File: src/rtl/ps2_key_mapper.sv
// PS/2 keyboard receiver: frames set-2 scan bytes, then decodes E0/F0 prefixes
// into per-key held level plus one-cycle pressed/released pulses.
module ps2_key_mapper #(
  parameter int                      NUM_KEYS       = 3,
  parameter logic [9*NUM_KEYS-1:0]   KEY_CODES      = {9'h172, 9'h175, 9'h029},
  parameter int                      TIMEOUT_CYCLES = 50000
) (
  input  logic                clk,
  input  logic                rst,
  input  logic                kb_clk,
  input  logic                kb_data,
  output logic [NUM_KEYS-1:0] held,
  output logic [NUM_KEYS-1:0] pressed,
  output logic [NUM_KEYS-1:0] released,
  output logic                scan_valid,
  output logic [7:0]          scan_code,
  output logic                frame_err
);

  localparam int IW = $clog2(TIMEOUT_CYCLES + 1);

  typedef enum logic [1:0] {
    IDLE    = 2'd0,
    EXT     = 2'd1,
    BRK     = 2'd2,
    EXT_BRK = 2'd3
  } state_t;

  // clk_sync[1] is the synchronised PS/2 clock, clk_sync[2] its value one cycle earlier
  logic [2:0]          clk_sync;
  logic [1:0]          data_sync;
  logic                fall;
  logic [3:0]          bit_cnt;
  logic [8:0]          shift;
  logic [IW-1:0]       idle_cnt;
  state_t              state;
  state_t              state_next;
  logic                code_done;
  logic                code_ext;
  logic                code_brk;
  logic [NUM_KEYS-1:0] match;

  assign fall = clk_sync[2] & ~clk_sync[1];

  // Input synchronisers, idle-high after reset so no false edge is seen
  always_ff @(posedge clk) begin
    if (rst) begin
      clk_sync  <= 3'b111;
      data_sync <= 2'b11;
    end else begin
      clk_sync  <= {clk_sync[1:0], kb_clk};
      data_sync <= {data_sync[0], kb_data};
    end
  end

  // Frame receiver: start bit, 8 data bits + parity shifted in LSB first, stop check, timeout
  always_ff @(posedge clk) begin
    if (rst) begin
      bit_cnt    <= 4'd0;
      shift      <= 9'h000;
      idle_cnt   <= '0;
      scan_valid <= 1'b0;
      scan_code  <= 8'h00;
      frame_err  <= 1'b0;
    end else begin
      scan_valid <= 1'b0;
      frame_err  <= 1'b0;
      if (fall) begin
        idle_cnt <= '0;
        if (bit_cnt == 4'd0) begin
          if (!data_sync[1]) begin
            bit_cnt <= 4'd1;
          end
        end else if (bit_cnt == 4'd10) begin
          bit_cnt <= 4'd0;
          if ((^shift) && data_sync[1]) begin
            scan_valid <= 1'b1;
            scan_code  <= shift[7:0];
          end else begin
            frame_err <= 1'b1;
          end
        end else begin
          shift   <= {data_sync[1], shift[8:1]};
          bit_cnt <= bit_cnt + 4'd1;
        end
      end else if (bit_cnt == 4'd0) begin
        idle_cnt <= '0;
      end else if (idle_cnt == IW'(TIMEOUT_CYCLES - 1)) begin
        bit_cnt   <= 4'd0;
        idle_cnt  <= '0;
        frame_err <= 1'b1;
      end else begin
        idle_cnt <= idle_cnt + IW'(1);
      end
    end
  end

  // Decoder state register
  always_ff @(posedge clk) begin
    if (rst) begin
      state <= IDLE;
    end else begin
      state <= state_next;
    end
  end

  // Decoder next state: prefixes accumulate, everything else returns to IDLE
  always_comb begin
    state_next = state;
    if (frame_err) begin
      state_next = IDLE;
    end else if (scan_valid) begin
      case (scan_code)
        8'hE0:   state_next = (state == BRK || state == EXT_BRK) ? IDLE : EXT;
        8'hF0:   state_next = (state == IDLE) ? BRK : (state == EXT) ? EXT_BRK : state;
        default: state_next = IDLE;
      endcase
    end else begin
      state_next = state;
    end
  end

  // Decoder outputs: which table entries the completing byte hits
  always_comb begin
    code_done = 1'b0;
    match     = '0;
    code_ext  = (state == EXT) || (state == EXT_BRK);
    code_brk  = (state == BRK) || (state == EXT_BRK);
    if (scan_valid) begin
      case (scan_code)
        8'hE0, 8'hF0, 8'hAA, 8'hFA, 8'hEE, 8'hFE, 8'h00, 8'hFF: code_done = 1'b0;
        default:                                                code_done = 1'b1;
      endcase
    end else begin
      code_done = 1'b0;
    end
    for (int i = 0; i < NUM_KEYS; i++) begin
      match[i] = code_done && (KEY_CODES[9*i +: 9] == {code_ext, scan_code});
    end
  end

  // Key state; pulses fire only on an actual level change
  always_ff @(posedge clk) begin
    if (rst) begin
      held     <= '0;
      pressed  <= '0;
      released <= '0;
    end else if (code_brk) begin
      held     <= held & ~match;
      pressed  <= '0;
      released <= match & held;
    end else begin
      held     <= held | match;
      pressed  <= match & ~held;
      released <= '0;
    end
  end

endmodule

File: config.mk
export PLATFORM = sky130hd
export DESIGN_NAME = ps2_key_mapper
export DESIGN_NICKNAME = d
export VERILOG_FILES = /design/src/rtl/ps2_key_mapper.sv
export SDC_FILE = /design/constraint.sdc
export NUM_CORES = 1
export LEC_CHECK = 0
export CORE_MARGIN = 4
export CORE_UTILIZATION = 51
export DETAILED_ROUTE_END_ITERATION = 6
export GPL_ROUTABILITY_DRIVEN = 0
export GPL_TIMING_DRIVEN = 0
export PLACE_DENSITY_LB_ADDON = 0.08
export SKIP_LAST_GASP = 1
export SLEW_MARGIN = 5
export SYNTH_ARGS = -nofsm -noshare
export SYNTH_HDL_FRONTEND = slang
export SYNTH_SLANG_ARGS = --single-unit
File: constraint.sdc
create_clock -name clk -period 1.74 [get_ports clk]
set_input_delay 0.261 -clock clk [delete_from_list [all_inputs] [get_ports clk]]
set_output_delay 0.261 -clock clk [all_outputs]
set_load 0.01 [all_outputs]
# Word-level counts from Yosys, hierarchy flattened

Cells that the tools add are included.

Shifts and indexed selects: 0
Mux-type cells: 20
Divide/modulo/power cells: 0
Bitwise gates (word level): 12
Multipliers: 0
$add $sub $neg: 2
Magnitude comparators: 0
Eq/ne operators: 18
Reduce and logical (&&, ||, !) cells: 21

Operators by type and width:

| kind                  | count |
|---|---|
| $eq 8x8->1 const B    | 7 |
| $mux 4                | 6 |
| $eq 9x9->1 const A    | 2 |
| $add 16x1->16 const B | 1 |
| $eq 16x16->1 const B  | 1 |
| $mux 1                | 10 |
| $and 3x3->3           | 3 |
| $eq 6x9->1 const A    | 1 |
| $reduce_xor 9->1      | 1 |
| $logic_not 8->1       | 1 |
| $reduce_or 4->1       | 2 |
| $reduce_or 8->1       | 1 |
| $not 3->3             | 2 |
| $reduce_and 3->1      | 2 |
| $reduce_or 2->1       | 3 |
| $not 1->1             | 5 |
| $add 4x1->4 const B   | 1 |
| $eq 2x2->1 const B    | 2 |
| $eq 4x4->1 const B    | 1 |
| $logic_and 1x1->1     | 4 |
| $logic_not 4->1       | 1 |
| $mux 2                | 2 |
| $ne 2x2->1 const B    | 2 |
| $pmux 2 s2            | 1 |
| 10 further kinds      | 11 |

Register bits after elaboration: 55
Output and inout bits: 19
Memories: 0
RAM bits: 0
Input port bits: 4
Bits in latches: 0
Memory bits (read-only): 0
Logic and storage cells: 85

# Logic depth before layout (Yosys ltp)

Depth after elaboration: 8
Mapped depth: 7
Mapped depth without buffers: 6

# Worst setup path after synthesis

No wires, ideal clock.

Path type: reg-to-reg
Start: register bit_cnt[0]
End: register idle_cnt[10]
Arrival time: 1.625 ns
Cell stages (with the launch flop): 8
Clock period less this slack: 1.742 ns
Path buffers: 1
Slack: -0.002 ns
Path through: dfxtp_1 -> inv_1 -> ha_1 -> nor3b_1 -> nor2_1 -> nand3_1 -> buf_2 -> nor2_1

Longest elaborated chain between the ends: 2

Ends and longest elaborated chain:

| element                          | line | text |
|---|---|---|
| start: declaration               | 33   | `logic [3:0] bit_cnt;` |
| start signal: assignment         | 84   | `bit_cnt <= bit_cnt + 4'd1;` |
| $logic_not 4->1                  | 86   | `end else if (bit_cnt == 4'd0) begin` |
| $reduce_or 4->1 (no source line) | --   |  |
| end signal: assignment           | 93   | `idle_cnt <= idle_cnt + IW'(1);` |
| end: declaration                 | 35   | `logic [IW-1:0] idle_cnt;` |

Every way passes these cells.
A chain may end at the register's enable or synchronous reset.

# Final worst setup path

Start: register bit_cnt[0]
End: register bit_cnt[3]

Longest elaborated chain between the ends: 4

Ends and longest elaborated chain:

| element                                          | line   | text |
|---|---|---|
| $add 4x1->4 / $eq 4x4->1 (equally long branches) | 84, 74 |  |
| $mux 4                                           | 74     | `end else if (bit_cnt == 4'd10) begin` |
| $mux 4                                           | 70     | `if (bit_cnt == 4'd0) begin` |
| $mux 4                                           | 68     | `if (fall) begin` |

Parallel ways exist; a longest one is shown, timed or not.

==> reports/qor.csv <==
metric;value;unit
outcome;completed;
max_freq;596;MHz
coreArea;4790;um^2
track_usage;0.164;
io_buffers;21;
setup_tns;0;ps
fin_crit;1680;ps
drive_gt1_frac;0.184;
clk_latency;300;ps
die_y;78.6;um
cts.hold.buffers_added;0;
drc_errors;0;
power_switching;0.435;mW
num_antenna_cells;0;
dieArea;6180;um^2
first_iter_violations;107;
cts_buffers;5;
ys.warnings.count;0;
grt_overflow;0;
cts_max_level;2;
comb_power_share;0.022;
nFillCells;412;
leakage;1.10;nW
hpwl;3390;um
clk_path_buf_depth;2;
syn_nets;265;
critical_path.top_delay_family;compound AO/OA/AOI/OAI gates;
min_period_over_period;0.965;
cts_tree;built;
crit_buf_inv;2;
synth_edf_count;0;
register_area;1110;um^2
syn_avg_cell_area;9.90;um^2
slew_headroom;0.688;
clkSinkCount;55;
required;1950;ps
synth_area_leaders;dfxtp_1 (43%), mux2i_1 (8.3%), nor2_1 (5.2%);
multi_input_area;1400;um^2
die_w;78.6;um
seq_area_frac_synth;0.433;
grt_max_degree;18;
path_clk_slew;100;ps
power.density;716;nW/um^2
initial_core_util;0.532;
swShare;0.198;
final_hold_viol_count;0;
drv_cap;0;
drv_slew;0;
io_pins;23;
vias;1862;
cpPeakStageDelay;380;ps
syn_area;2540;um^2
first_pass_iters;4;
critPathArrivalTime;1890;ps
vias_per_cell;5.25;
synth_top_area_frac;0.433;
hp-class;input port to register;
syn2layout_area_growth;20.3;%
async_reset_ff_frac;0;
synthCells;257;
ys.flop_type;dfxtp_1;
nets;295;
clock_power_share;0.401;
finClkSkew;8.29;ps
cp_slowest_cell;dfxtp_4;
power.internal;1.76;mW
worstPathMaxFanout;6;
setup_viol;0;
antenna_found_initial;0;
root_buffer;clkbuf_8;
critPathLaunchType;register;
end_kind;register;
postRouteAntennaNets;0;
grt_pass1_vias;1769;
rsz0062_at_grt;true;
ys_seq_elements;55;
ir_drop;505;uV
num_rows;25;
seqPwrFrac;0.578;
wl;4720;um
wl_per_cell;13.3;um
grt_pass1_wl;8110;um
p_total;2.19;mW
synth_cell_types;46;
synth_top_cell_by_area;dfxtp_1;
worstMarginPinSlew;468;ps
cp_cell_sequence;inv_1 > ha_1 > mux2i_2 > o21ai_0 > buf_4 > a31o_2 > a311oi_1;
worstSetupPathType;register to register;
## kinds of logic after synthesis
kind of cell,count (synthesis),synth area share
XOR/XNOR,19,0.0836
AO/OA/AOI/OAI,21,0.0531
multiplexers,22,0.0915
flip-flops,55,0.433
buffers and inverters,16,0.0359
AND/OR/NAND/NOR,120,0.283
adder cells (fa/ha/maj),4,0.0197
## power by group through the flow
| stage | combinational (mW) | clock (mW) | sequential (mW) |
|---|---|---|---|
| after floorplan | 0.0317 | 0 | 1.30 |
| after global placement | 0.0456 | 0 | 1.30 |
| after detailed placement | 0.0459 | 0 | 1.30 |
| after CTS | 0.0460 | 0.896 | 1.27 |
| after global routing | 0.0529 | 0.948 | 1.27 |
| final | 0.0474 | 0.878 | 1.27 |
## synth_stat cells, types with 4 or more instances
cell type	count
inv_1	7
nor4_1	5
ha_1	4
nor4b_1	6
nand4_1	8
xor2_1	6
xnor2_1	10
mux2i_1	21
nand3_1	7
o211ai_1	5
clkbuf_1	4
o21ai_0	5
a21oi_1	5
nor2_1	35
dfxtp_1	55
or2b_2	15
nand2_1	10
or2_2	5
## worst register-to-register path, stage by stage (launching register included)
cell,delay (ps)
dfxtp_4,380
inv_1,60
ha_1,220
mux2i_2,220
o21ai_0,110
buf_4,160
a31o_2,210
a311oi_1,240
## path summary, 6_finish.rpt
path,from,end,slack (ps),depth (start not counted)
hold reg to reg,clk_sync[0]$_SDFF_PP1_,clk_sync[1]$_SDFF_PP1_,420,1
hold / removal,rst,scan_code[4]$_SDFFE_PP0P_,270,3
setup / recovery,bit_cnt[0]$_SDFFE_PP0P_,bit_cnt[3]$_SDFFE_PP0P_,60,7
setup reg to reg,bit_cnt[0]$_SDFFE_PP0P_,bit_cnt[3]$_SDFFE_PP0P_,60,7
## layout by cell type (no fill, tap or decap), drive strengths merged, types with 4 or more instances in the layout
cell,instances
a21oi,5
nand3,7
nand4,8
dfxtp,55
o211ai,5
o21ai,5
clkdlybuf4s50,21
nor4,5
or2,5
nand2,10
clkbuf,11
ha,4
xor2,6
buf,6
or2b,16
inv,8
xnor2,10
nor4b,6
nor2,35
mux2i,22
## repair_timing
action | CTS | global route
gates resized for setup | 4 | 12
endpoints found under the setup margin | 21 | 25
buffers inserted | 1 | 2
pin swaps | 0 | 4
## per-stage QoR
stage / worst slack (ps) / instance area (um^2) / instances / hold WS, ps / util
floorplan: 88.7 / 2550 / 257 / 365 / -
global placement: -95.8 / 2840 / 345 / 391 / 0.594
detailed placement: -128 / 2840 / 345 / 398 / 0.594
CTS: -67.3 / 2990 / 353 / 275 / 0.625
global route: -22.6 / 3060 / 355 / 274 / 0.639
finish: 61.3 / 3060 / 355 / 273 / 0.639
## per-layer routing
layer,up-vias,routed length [um],global-route usage
met5,-,0,0
met4,0,29,0.0472
met2,37,2090,0.250
li1,966,-,-
met3,2,191,0.0390
met1,857,2410,0.232
## layout make-up
class | count | area share
Multi-Input combinational cell | 186 | 0.457
Clock buffer | 6 | 0.0270
Timing Repair Buffer | 24 | 0.0843
Tap cell | 67 | 0.0274
Clock inverter | 2 | 0.0127
Sequential cell | 55 | 0.363
Inverter | 7 | 0.00859
Buffer | 8 | 0.0204
## registers in the layout (all words and copies together) (netlist names), named ones only
name,cells
data_sync,2
scan_code,8
scan_valid,1
released,3
state,2
frame_err,1
bit_cnt,4
clk_sync,3
pressed,3
idle_cnt,16
shift,9
No activity file was read; power rests on OpenSTA's default activity.
